### src/rtl/psram_ctrl.sv
// Quad PSRAM controller: one request at a time, sck = clock/2, nibble-wide data.
// Define PSRAM_CTRL_QPI_INIT_EN to send 0x35 after reset and use 2-cycle quad commands.
module psram_ctrl (
   input  logic        clock,
   input  logic        reset,
   input  logic        req_valid,
   output logic        req_ready,
   input  logic        req_we,
   input  logic [23:0] req_addr,
   input  logic [1:0]  req_size,
   input  logic [31:0] req_wdata,
   output logic        resp_valid,
   output logic [31:0] resp_rdata,
   output logic        sck,
   output logic        ce_n,
   output logic [3:0]  dio_out,
   output logic [3:0]  dio_oe,
   input  logic [3:0]  dio_in
);

   typedef enum logic [2:0] {
      INIT, IDLE, CMD, ADDR, WAIT, DATA, CSHIGH
   } state_t;

`ifdef PSRAM_CTRL_QPI_INIT_EN
   localparam logic [7:0] QPI_CMD  = 8'h35;
   localparam logic [3:0] CMD_LAST = 4'd1;
`else
   localparam logic [3:0] CMD_LAST = 4'd7;
`endif

   state_t      st_q, st_d;
   logic [3:0]  cnt_q, cnt_d;
   logic        ph_q, ph_d;
   logic        sck_q, sck_d;
   logic        ce_n_q, ce_n_d;
   logic [3:0]  dout_q, dout_d;
   logic [3:0]  doe_q, doe_d;
   logic        rdy_q, rdy_d;
   logic        rsp_q, rsp_d;
   logic [31:0] rdata_q, rdata_d;
   logic [31:0] rbuf_q, rbuf_d;
   logic        we_q, we_d;
   logic [23:0] addr_q, addr_d;
   logic [1:0]  size_q, size_d;
   logic [31:0] wdata_q, wdata_d;

   logic [3:0]  last_cnt;
   logic [1:0]  sz_eff;
   logic [7:0]  cmd;
   logic [2:0]  bi;
   logic [4:0]  apos;
   logic [4:0]  dpos_q;
   logic [4:0]  dpos_d;
   logic        load;
   logic        shift;

   always_comb begin
      st_d    = st_q;
      cnt_d   = cnt_q;
      ph_d    = ph_q;
      sck_d   = 1'b0;
      ce_n_d  = ce_n_q;
      dout_d  = dout_q;
      doe_d   = doe_q;
      rsp_d   = 1'b0;
      rdata_d = rdata_q;
      rbuf_d  = rbuf_q;
      we_d    = we_q;
      addr_d  = addr_q;
      size_d  = size_q;
      wdata_d = wdata_q;
      load    = 1'b0;
      shift   = 1'b0;

      sz_eff = (size_q == 2'd3) ? 2'd2 : size_q;
      dpos_q = {cnt_q[2:1], ~cnt_q[0], 2'b00};
      last_cnt = 4'd7;
      if (st_q == CMD) last_cnt = CMD_LAST;
      if (st_q == ADDR) last_cnt = 4'd5;
      if (st_q == WAIT) last_cnt = 4'd6;
      if (st_q == DATA && we_q) last_cnt = (4'd2 << sz_eff) - 4'd1;

      unique case (st_q)
         INIT: begin
`ifdef PSRAM_CTRL_QPI_INIT_EN
            if (ce_n_q) begin
               ce_n_d = 1'b0;
               cnt_d  = 4'd0;
               ph_d   = 1'b0;
               load   = 1'b1;
            end else begin
               shift = 1'b1;
            end
`else
            st_d = IDLE;
`endif
         end
         IDLE: begin
            if (req_valid) begin
               we_d    = req_we;
               addr_d  = req_addr;
               size_d  = req_size;
               wdata_d = req_wdata;
               ce_n_d  = 1'b0;
               st_d    = CMD;
               cnt_d   = 4'd0;
               ph_d    = 1'b0;
               load    = 1'b1;
            end
         end
         CMD, ADDR, WAIT, DATA: shift = 1'b1;
         CSHIGH: begin
            if (cnt_q == 4'd1) begin
               st_d  = IDLE;
               cnt_d = 4'd0;
            end else begin
               cnt_d = cnt_q + 4'd1;
            end
         end
         default: st_d = INIT;
      endcase

      // First clock of each sck cycle raises sck; second lowers it and advances.
      if (shift) begin
         if (!ph_q) begin
            sck_d = 1'b1;
            ph_d  = 1'b1;
         end else begin
            ph_d = 1'b0;
            if (st_q == DATA && !we_q) rbuf_d[dpos_q +: 4] = dio_in;
            if (cnt_q != last_cnt) begin
               cnt_d = cnt_q + 4'd1;
               load  = 1'b1;
            end else begin
               cnt_d = 4'd0;
               unique case (st_q)
                  CMD: begin
                     st_d = ADDR;
                     load = 1'b1;
                  end
                  ADDR: begin
                     st_d = we_q ? DATA : WAIT;
                     load = 1'b1;
                  end
                  WAIT: begin
                     st_d = DATA;
                     load = 1'b1;
                  end
                  default: begin
                     st_d   = CSHIGH;
                     ce_n_d = 1'b1;
                     doe_d  = 4'h0;
                     dout_d = 4'h0;
                     rsp_d  = (st_q == DATA);
                     if (st_q == DATA && !we_q) rdata_d = rbuf_d;
                  end
               endcase
            end
         end
      end

      cmd    = we_d ? 8'h38 : 8'hEB;
      bi     = 3'd7 - cnt_d[2:0];
      apos   = 5'd20 - {cnt_d[2:0], 2'b00};
      dpos_d = {cnt_d[2:1], ~cnt_d[0], 2'b00};

      if (load) begin
         unique case (st_d)
`ifdef PSRAM_CTRL_QPI_INIT_EN
            INIT: begin
               doe_d  = 4'b0001;
               dout_d = {3'b000, QPI_CMD[bi]};
            end
            CMD: begin
               doe_d  = 4'b1111;
               dout_d = cnt_d[0] ? cmd[3:0] : cmd[7:4];
            end
`else
            CMD: begin
               doe_d  = 4'b0001;
               dout_d = {3'b000, cmd[bi]};
            end
`endif
            ADDR: begin
               doe_d  = 4'b1111;
               dout_d = addr_d[apos +: 4];
            end
            DATA: begin
               doe_d  = {4{we_d}};
               dout_d = we_d ? wdata_d[dpos_d +: 4] : 4'h0;
            end
            default: begin
               doe_d  = 4'h0;
               dout_d = 4'h0;
            end
         endcase
      end

      rdy_d = (st_d == IDLE);
   end

   always_ff @(posedge clock or posedge reset) begin
      if (reset) begin
         st_q    <= INIT;
         cnt_q   <= 4'd0;
         ph_q    <= 1'b0;
         sck_q   <= 1'b0;
         ce_n_q  <= 1'b1;
         dout_q  <= 4'h0;
         doe_q   <= 4'h0;
         rdy_q   <= 1'b0;
         rsp_q   <= 1'b0;
         rdata_q <= 32'h0;
         rbuf_q  <= 32'h0;
         we_q    <= 1'b0;
         addr_q  <= 24'h0;
         size_q  <= 2'd0;
         wdata_q <= 32'h0;
      end else begin
         st_q    <= st_d;
         cnt_q   <= cnt_d;
         ph_q    <= ph_d;
         sck_q   <= sck_d;
         ce_n_q  <= ce_n_d;
         dout_q  <= dout_d;
         doe_q   <= doe_d;
         rdy_q   <= rdy_d;
         rsp_q   <= rsp_d;
         rdata_q <= rdata_d;
         rbuf_q  <= rbuf_d;
         we_q    <= we_d;
         addr_q  <= addr_d;
         size_q  <= size_d;
         wdata_q <= wdata_d;
      end
   end

   assign req_ready  = rdy_q;
   assign resp_valid = rsp_q;
   assign resp_rdata = rdata_q;
   assign sck        = sck_q;
   assign ce_n       = ce_n_q;
   assign dio_out    = dout_q;
   assign dio_oe     = doe_q;

endmodule

### config.mk
export PLATFORM = sky130hd
export DESIGN_NAME = psram_ctrl
export DESIGN_NICKNAME = d
export VERILOG_FILES = /design/src/rtl/psram_ctrl.sv
export SDC_FILE = /design/constraint.sdc
export NUM_CORES = 1
export LEC_CHECK = 0
export CORE_UTILIZATION = 40
export DETAILED_ROUTE_END_ITERATION = 6
export MAX_ROUTING_LAYER = met4
export PLACE_DENSITY = 0.67
export SYNTH_ARGS = -nofsm -noshare
export SYNTH_HDL_FRONTEND = slang
export SYNTH_SLANG_ARGS = --single-unit
### constraint.sdc
create_clock -name clock -period 13.76 [get_ports clock]
set_input_delay 4.128 -clock clock [delete_from_list [all_inputs] [get_ports clock]]
set_output_delay 4.128 -clock clock [all_outputs]
set_load 0.02 [all_outputs]
==> impl_results.md, run 1 <==
* Post-synth ARST share at 100%
* Post-DP HPWL at around 13000 µm
* Largest net degree at the start of global routing at between 90 and 100
* Post-layout util at 51.5%
* Clk Latency, worst-skew pair at between 0.4 and 0.5 ns
* Antenna violations before repair at 0
* DR WL met3 at about 1100 µm
* DIE WIDTH at between 100 and 150 µm
* Post-synth top flop: dfrtp_1
* Final hold vios at 0
* Starting density of the core at between 40% and 50%
* CTS tree: yes
* R2R Setup Slk at between 10 and 15 ns
* H-tree depth at 4
* DRC viols at 0
* Fin nets at between 800 and 900
* Netlist Area Pre-Place at ~0.0071 mm²
* Detailed Route Iter0 Violations at 330
* Syn Nets at 801
* Post-synth EDFFs at 0
* Crit share post-route at around 52%
* Startpoint Class: primary input
* Final Max Slew Viols at 0
* Clock Tree Root: clkbuf_16
* Total track usage at approximately 22%
* Vias per cell at ~5.3
* Warning count from the yosys run at 0
* Vias in the first global route at between 5000 and 6000
* Worst vdd ir at about 140 µV
* Worst-path fanout max at just over 60
* Max cap viols at 0
* Commonest cells after routing, fill and taps aside: nand2_1, dfrtp_1, clkdlybuf4s50_1, nor2_1, mux2i_1
* Die Area at roughly 0.018 mm²
* Final WL at 18600 µm
* Fmax at 140 MHz
* First-pass GRT wire length at between 20000 and 30000 µm
* Drt pass-1 iters at 5
* Clock transition at path regs at ~0.06 ns
* RSZ-0062 raised after global routing: false
* Worst Tran Pin Value at around 1.2 ns
* Average size of a mapped cell at 9.73 µm²
* Area Growth Syn to Fin at 25.4%
* Clock buffer count from CTS at 17
* Setup Buffers After CTS at 0
* Share of cells above drive strength 1 at ~12%
* Register area share after synthesis at approximately half
* I/O Buffers at 109
* Post-synthesis instance total at roughly 730
* # rows at 48
* DIE HEIGHT at ~140 µm
* Worst Skew at around 0.0091 ns
* CTS-repair resized insts at 0
* Most common cell after layout, fill and taps aside: nand2_1
* Gr ovfl total at 0
* Ant diodes at 0
* Leakage at around 4 nW
* Min Clock Period, post-route at about 7 ns
* Arr. time, crit path at around 7.4 ns
* FF+latch count, synth at roughly 140
* Critical path type: primary input to register
* Remaining antenna violation count at 0
* Count of final setup violators at 0
* Relative slew slack at between 20 and 25%
* Area of the core at between 0.015 and 0.02 mm²
* Highest routed layer: met4
* Setup_tns at 0 ns
* Placer Congestion at approximately 0.95
* PD cells at approximately 210 mW/mm²
* Number of distinct library cells after synthesis at 80
* CP required at approximately 14 ns
* Post-DR wirelength/cell at 17.6 µm
* Critical path endpoint category: register
* Status: completed
* Sink Count at 141
* M1 WL at slightly below 9000 µm
* Hold Path Class: register to register
* Io pins at 110
* Via Count at approximately 5600
* Maximum root-to-sink buffer count at 2
* Cts hold-fix bufs at 0
* Metal2 WL at between 8000 and 9000 µm
## critical path: stages
cell             delay [ns]
clkdlybuf4s50_1        0.48
nor4bb_4               0.18
buf_4                  0.35
a211oi_2               0.69
o2bb2ai_1              0.58
o21ai_1                0.37
o221a_2                0.22
a211oi_1               0.29
o211ai_1               0.11
## area by class of cell
class                      instances  area [µm²]
clock buffer                      19         453
clock inverter                    13         154
tap                              225         282
timing repair buffer             114        1130
fill                            1600        8430
multi-input combinational        529        3310
sequential                       141        3530
inverter                          18        72.6
## state kept, by name, summed over array words and instances (netlist names)
register	count
we_q	1
dio_out	4
addr_q	24
resp_rdata	32
rbuf_q	32
wdata_q	32
ph_q	1
dio_oe	2
sck	1
size_q	2
ce_n	1
st_q	3
req_ready	1
cnt_q	4
resp_valid	1
## cell families (layout without fill, tap and decap cells)
logic type	count (synthesis)	in the layout	synth area share [%]
buffers and inverters	62	164	4.23
XOR/XNOR	4	4	0.597
adder cells (fa/ha/maj)	3	3	0.527
multiplexers	83	83	12.5
flip-flops	141	141	49.6
AND/OR/NAND/NOR	316	316	20.3
AO/OA/AOI/OAI	123	123	12.3
## per-stage QoR
step / hold slack (ns) / std cells / total power (W) / area (µm²) / setup slack [ns]
detailed placement: 0.452 / 1027 / 0.00144 / 8320 / 6.24
floorplan: 0.435 / 732 / 0.00121 / 7120 / 5.85
finish: 0.458 / 1059 / 0.00191 / 8930 / 6.61
global route: 0.474 / 1059 / 0.00204 / 8930 / 6.38
global placement: 0.447 / 1027 / 0.00143 / 8320 / 6.33
CTS: 0.460 / 1059 / 0.00191 / 8930 / 6.66
## cells in the mapped netlist (3+ instances only)
cell,instances,area share (%)
a32oi_1,4,0.49
nand4_1,4,0.35
and3b_1,3,0.37
nor2b_1,5,0.44
nor2_1,61,3.2
nand2_1,179,9.4
nand3_1,13,0.91
and3_1,3,0.26
a211oi_1,5,0.53
dfrtp_1,140,49
buf_6,3,0.47
a22oi_1,3,0.32
a211o_1,5,0.61
o21ai_0,13,0.91
inv_1,16,0.84
ha_1,3,0.53
o31ai_1,5,0.53
clkbuf_1,16,0.84
a221o_1,3,0.42
mux2_2,34,5.4
xnor2_1,3,0.37
buf_4,7,0.74
nor3_1,9,0.63
nand2b_1,5,0.44
mux2_4,3,0.63
o211ai_1,9,0.95
buf_2,16,1.1
o2111ai_1,3,0.37
mux2i_1,46,6.5
a21oi_1,43,3.0
a21o_1,4,0.42
nor4_1,3,0.26
## per-layer routing
metal,up-vias,track usage (%)
li1,2724,-
met1,2700,29.5
met2,160,33.0
met3,20,4.38
met4,0,7.99
met5,-,-
## report_power, final
part	switching, W	leakage (nW)	internal [W]
Sequential	0.0000803	1.66	0.000525
Combinational	0.000511	2.06	0.000323
Clock	0.000190	0.285	0.000280
Total	0.000781	4.00	0.00113
## path summary, 6_finish.rpt
| kind | end | from | cells after the start |
|---|---|---|---|
| setup / recovery | dio_out[3] | req_valid | 9 |
| hold / removal | ce_n | ce_n | 2 |
| setup reg to reg | dio_out[3] | st_q[2] | 8 |
| hold reg to reg | ce_n | ce_n | 2 |
| max in group asynchronous | addr_q[4] | reset | 3 |
| min in group asynchronous | req_ready | reset | 2 |
Power figures use the tool's default switching activity.
==> inputs of run 2 (changes only) <==
PLACE_DENSITY = 0.7   (was 0.67)
clock period = 5.8 ns   (was 13.76 ns; I/O delays follow)
==> run 2 against run 1 <==
Effect of this change:
- clock skew about the same
- first-iteration DRC count grew 3.0%
- utilization increased by 0.19 points
- sequential power up 140%
- via count grew 1.3%
- cell count is 0.38% higher
- worst setup slack worse by 5.2 ns
- combinational power up 140%
- sequential share of layout area fell by 0.15 points
- critical path type unchanged
==> impl_results.md, run 2 (synthesis results as in run 1) <==
* Drt pass-1 iters at 5 (unchanged)
* Startpoint Class: primary input
* Maximum root-to-sink buffer count at 2 (unchanged)
* Hold Path Class: register to register
* CP required at 6.16 ns (-7.90 ns)
* Starting density of the core at 41.0% (unchanged)
* Die Area at 0.0183 mm² (unchanged)
* Clock buffer count from CTS at 17 (unchanged)
* Crit-path slowest cell: buf_4
* Worst path cell trace: clkdlybuf4s50_1 -> nor4bb_4 -> buf_4 -> mux2_2 -> nor2_1 -> mux2_2 -> a221o_1 -> a32oi_1 -> o211ai_1 -> nand4b_1
* Min Clock Period, post-route at about 4.3 ns
* Status: completed
* Most common cell after layout, fill and taps aside: nand2_1
* Max cap viols at 0 (unchanged)
* Relative slew slack at 8.18% (-15 points)
* Setup Buffers After CTS at 0 (unchanged)
* WHS at 0.469 ns (+0.0109 ns)
* Worst r2r dst: dio_out[3]
* Io pins at 110 (unchanged)
* Vias in the first global route at 5615 (+1.8%)
* Final WL at 18300 µm (-1.8%)
* DRC viols at 0 (unchanged)
* Hold Path Stages at 2 (unchanged)
* Fmax at 230 MHz
* Worst Skew at 0.00951 ns (+0.000432 ns)
* Worst Setup SP: req_valid
* Vias per cell at 5.34 (+0.96%)
* Cts hold-fix bufs at 0 (unchanged)
* CTS-repair resized insts at 0 (unchanged)
* Worst vdd ir at 274 µV (+100%)
* Leakage at 4.03 nW (+0.55%)
* Critical path type: primary input to register
* Post-DP HPWL at 12600 µm (-2.4%)
* Clock Tree Root: clkbuf_16
* PD cells at 512 mW/mm² (+140%)
* Clock transition at path regs at 0.06 ns (about the same)
* Final Max Slew Viols at 0 (unchanged)
* DIE WIDTH at 135 µm (unchanged)
* RSZ-0062 raised after global routing: false
* Placer Congestion at 0.915 (-3.6%)
* WP buf/inv at 2 (unchanged)
* Post-layout util at 51.7% (+0.19 points)
* CP peak stage delay at 0.60 ns (-0.09 ns)
* Fin nets at 892 (+0.22%)
* Critical path endpoint category: register
* Post-Place Worst Slack at 1.10 ns (-5.14 ns)
* Sink Count at 141 (unchanged)
* Crit path to: dio_out[0]
* H-tree depth at 4 (unchanged)
* Area of the core at 0.0174 mm² (unchanged)
* Count of final setup violators at 0 (unchanged)
* Commonest cells after routing, fill and taps aside: nand2_1, dfrtp_1, clkdlybuf4s50_1, nor2_1, mux2i_1
* Levels on crit path at 10 (+1)
* Arr. time, crit path at 4.70 ns (-2.74 ns)
* Critical Path Most Common Cell: mux2_2
* Critical R2R Launch: cnt_q[0]
* Gr ovfl total at 0 (unchanged)
* Worst Tran Pin Value at 1.38 ns (+0.225 ns)
* Worst-path fanout max at 61 (-1.6%)
* Reg2Reg Depth at 9 (+1)
* CTS tree: yes
* # rows at 48 (unchanged)
* Detailed Route Iter0 Violations at 340 (+3.0%)
* Setup_tns at 0 ns (unchanged)
* Antenna violations before repair at 2 (+2)
* First-pass GRT wire length at 29500 µm (-0.70%)
* Critical path's top delay family: buffers and inverters
* Share of cells above drive strength 1 at 12.3% (+0.090 points)
* DIE HEIGHT at 135 µm (unchanged)
* Final hold vios at 0 (unchanged)
* Total track usage at 21.7% (-0.38 points)
* Post-DR wirelength/cell at 17.2 µm (-2.2%)
* Setup WS post-layout at 1.46 ns (-5.15 ns)
* Remaining antenna violation count at 0 (unchanged)
* Via Count at 5679 (+1.3%)
* Area Growth Syn to Fin at 25.9%
* Largest net degree at the start of global routing at 83 (-9.8%)
* Clk Latency, worst-skew pair at 0.42 ns (about the same)
* R2R Setup Slk at 2.08 ns (-8.07 ns)
* Crit share post-route at roughly 75%
* I/O Buffers at 109 (unchanged)
## run 2: worst min-delay path by stage
stage               startpoint          to
global placement          ce_n        ce_n
detailed placement        ce_n        ce_n
finish              addr_q[16]  addr_q[16]
floorplan           addr_q[11]  addr_q[11]
CTS                       ce_n        ce_n
global route              ce_n        ce_n
## run 2: area by class of cell
cell class	count	area, µm²
Antenna cell	2	5.00
Clock buffer	19	443
Clock inverter	13	178
Fill cell	1591	8390
Inverter	18	72.6
Multi-Input combinational cell	529	3310
Sequential cell	141	3530
Tap cell	225	282
Timing Repair Buffer	116	1140
## run 2: per-stage QoR
stage	instances	cell area, µm²	power [W]
6_report	1063	8960	0.00459
3_5_place_dp	1029	8340	0.00342
4_1_cts	1061	8960	0.00458
5_1_grt	1063	8960	0.00488
2_1_floorplan	732	7120	0.00286
3_3_place_gp	1029	8340	0.00340
## run 2: where the power goes
part	switching, W	internal (W)
combinational	0.00123	0.000776
clock	0.000452	0.000699
sequential	0.000191	0.00125
total	0.00187	0.00272
## run 2: worst reg2reg max path, delay by kind of cell (launching register included)
| kind | cells | cell delay (ns) |
|---|---|---|
| adder cells (fa/ha/maj) | 1 | 0.37 |
| AO/OA/AOI/OAI | 5 | 1.73 |
| AND/OR/NAND/NOR | 2 | 0.56 |
| flip-flops | 1 | 0.63 |
| multiplexers | 1 | 0.32 |
## run 2: metal layers
metal | up-vias | GRT usage (%) | part of all wire [%]
met3 | 26 | 4.90 | 5.8
li1 | 2726 | - | -
met5 | - | - | 0
met4 | 0 | 8.05 | 1.7
met2 | 185 | 32.9 | 46
met1 | 2742 | 28.2 | 46
==> inputs of run 3 (changes only) <==
PLACE_DENSITY = 0.67   (was 0.7)
clock period = 4.3 ns   (was 5.8 ns; I/O delays follow)
==> run 3 against run 2 <==
Effect of this change:
- routed wire length up 1.7%
- cell count grew 0.66%
- die area is the same
- worst setup slack lost 0.68 ns
- power up 36%
- clock skew down 0.0025 ns
- register-to-register slack worse by 1.1 ns
- sequential share of layout area down 0.41 points
- sequential power up 34%
- critical path type unchanged
==> impl_results.md, run 3 (synthesis results as in run 1) <==
* Worst Skew at 0.00705 ns (-0.00247 ns)
* Design area at 0.00906 mm² (+1.0%)
* Post-DR wirelength/cell at 17.4 µm (+1.0%)
* CTS tree: yes
* CP peak stage delay at 0.50 ns (-0.10 ns)
* Antenna violations before repair at 0 (-2)
* Clock Tree Root: clkbuf_16
* Io pins at 110 (unchanged)
* WP buf/inv at 1 (-1)
* Status: completed
* Setup WS post-layout at 0.778 ns (-0.681 ns)
* Clk Latency, worst-skew pair at 0.42 ns (about the same)
* Relative slew slack at 42.3% (+34 points)
* Cts hold-fix bufs at 0 (unchanged)
* RSZ-0062 raised after global routing: false
* Vias per cell at 5.21 (-2.5%)
* Worst vdd ir at 398 µV (+45%)
* Detailed Route Iter0 Violations at 344 (+1.2%)
* Remaining antenna violation count at 0 (unchanged)
* Worst path cell trace: clkdlybuf4s50_1 -> nor4bb_4 -> a211oi_2 -> o2bb2ai_1 -> o21ai_1 -> o221a_2 -> a211oi_1 -> o211ai_1
* Largest net degree at the start of global routing at 63 (-24%)
* Die Area at 0.0183 mm² (unchanged)
* Fmax at around 280 MHz
* CP required at 4.59 ns (-1.57 ns)
* Most common cell after layout, fill and taps aside: nand2_1
* Clock transition at path regs at 0.06 ns (about the same)
* First-pass GRT wire length at 29900 µm (+1.4%)
* Drt pass-1 iters at 4 (-1)
* Placer Congestion at 0.921 (+0.58%)
* Setup Buffers After CTS at 0 (unchanged)
* Final Max Slew Viols at 0 (unchanged)
* Crit-path slowest cell: clkdlybuf4s50_1
* DIE HEIGHT at 135 µm (unchanged)
* Starting density of the core at 41.0% (unchanged)
* Area Growth Syn to Fin at 27.2%
* Min Clock Period, post-route at around 3.5 ns
* Sink Count at 141 (unchanged)
* Ant diodes at 0 (-2)
* Via Count at 5576 (-1.8%)
* Total power at 0.00625 W (+36%)
* Crit share post-route at around 80%
* Final WL at 18600 µm (+1.7%)
* Post-Place Worst Slack at 0.398 ns (-0.701 ns)
* Vias in the first global route at 5545 (-1.2%)
* Commonest cells after routing, fill and taps aside: nand2_1, dfrtp_1, clkdlybuf4s50_1, nor2_1, mux2i_1
* Critical path endpoint category: register
* Maximum root-to-sink buffer count at 2 (unchanged)
* Max cap viols at 0 (unchanged)
* Clock buffer count from CTS at 17 (unchanged)
* Area of the core at 0.0174 mm² (unchanged)
* CTS-repair resized insts at 0 (unchanged)
* Leakage at 4.08 nW (+1.3%)
* Worst-path fanout max at 8 (-87%)
* # rows at 48 (unchanged)
* PD cells at 690 mW/mm² (+35%)
* Critical path type: primary input to register
* Arr. time, crit path at 3.81 ns (-0.89 ns)
* Count of final setup violators at 0 (unchanged)
* Startpoint Class: primary input
* Gr ovfl total at 0 (unchanged)
* I/O Buffers at 109 (unchanged)
* DIE WIDTH at 135 µm (unchanged)
* DRC viols at 0 (unchanged)
* H-tree depth at 4 (unchanged)
* Setup_tns at 0 ns (unchanged)
* Worst Tran Pin Value at 0.865 ns (-0.512 ns)
* Total track usage at 22.1% (+0.43 points)
* Final hold vios at 0 (unchanged)
* Fin nets at 901 (+1.0%)
* Placed instance area at 0.00844 mm² (+1.2%)
* Share of cells above drive strength 1 at 13.3% (+0.93 points)
* Hold Path Class: register to register
* Critical path's top delay family: compound AO/OA/AOI/OAI gates
* Post-DP HPWL at 13300 µm (+5.5%)
## run 3: changes by cell type in the layout (fill, tap and decap cells not counted), sizes merged
| cell | change |
|---|---|
| clkinvlp | +1 |
| clkbuf | +1 |
| buf | +9 |
| inv | -4 |
| diode | -2 |
| clkinv | +2 |
## run 3: path summary, 6_finish.rpt
check                      slack (ns)  depth (start not counted)       from       endpoint
min                              0.46                          2       ce_n           ce_n
max in group asynchronous        2.20                          3      reset     addr_q[13]
min in group asynchronous        1.35                          2      reset     resp_valid
max                              0.78                          8  req_valid     dio_out[3]
max reg2reg                      0.98                          9    st_q[2]  resp_rdata[7]
min reg2reg                      0.46                          2       ce_n           ce_n
## run 3: final cells by class
cell class                 count  area (µm²)
clock inverter                12         159
tap                          225         282
sequential                   141        3530
fill                        1564        8300
multi-input combinational    529        3310
timing repair buffer         125        1250
inverter                      18        71.3
clock buffer                  20         457
## run 3: power by group
part / switching [W] / internal [W] / total (W)
Combinational: 0.00168 / 0.00111 / 0.00280
Sequential: 0.000245 / 0.00168 / 0.00193
Clock: 0.000576 / 0.000948 / 0.00152
## run 3: routing by layer
metal	global-route usage (%)	routed length [µm]	up-vias
li1	-	-	2749
met5	-	0	-
met1	29.4	8750	2678
met3	4.34	949	17
met2	34.1	8680	132
met4	6.37	193	0
## run 3: through the flow
stage	util (%)	hold WS (ns)	std cells
final	52.2	0.456	1070
after detailed placement	48.6	0.451	1038
after global placement	48.6	0.447	1038
after floorplan	-	0.435	732
after global routing	52.2	0.484	1070
after CTS	52.2	0.458	1070
## run 3: worst min-delay path, cell delays in order (launching register included)
cell and delay [ns]:
dfstp_2 0.37, nand2_1 0.04, nand2_1 0.04
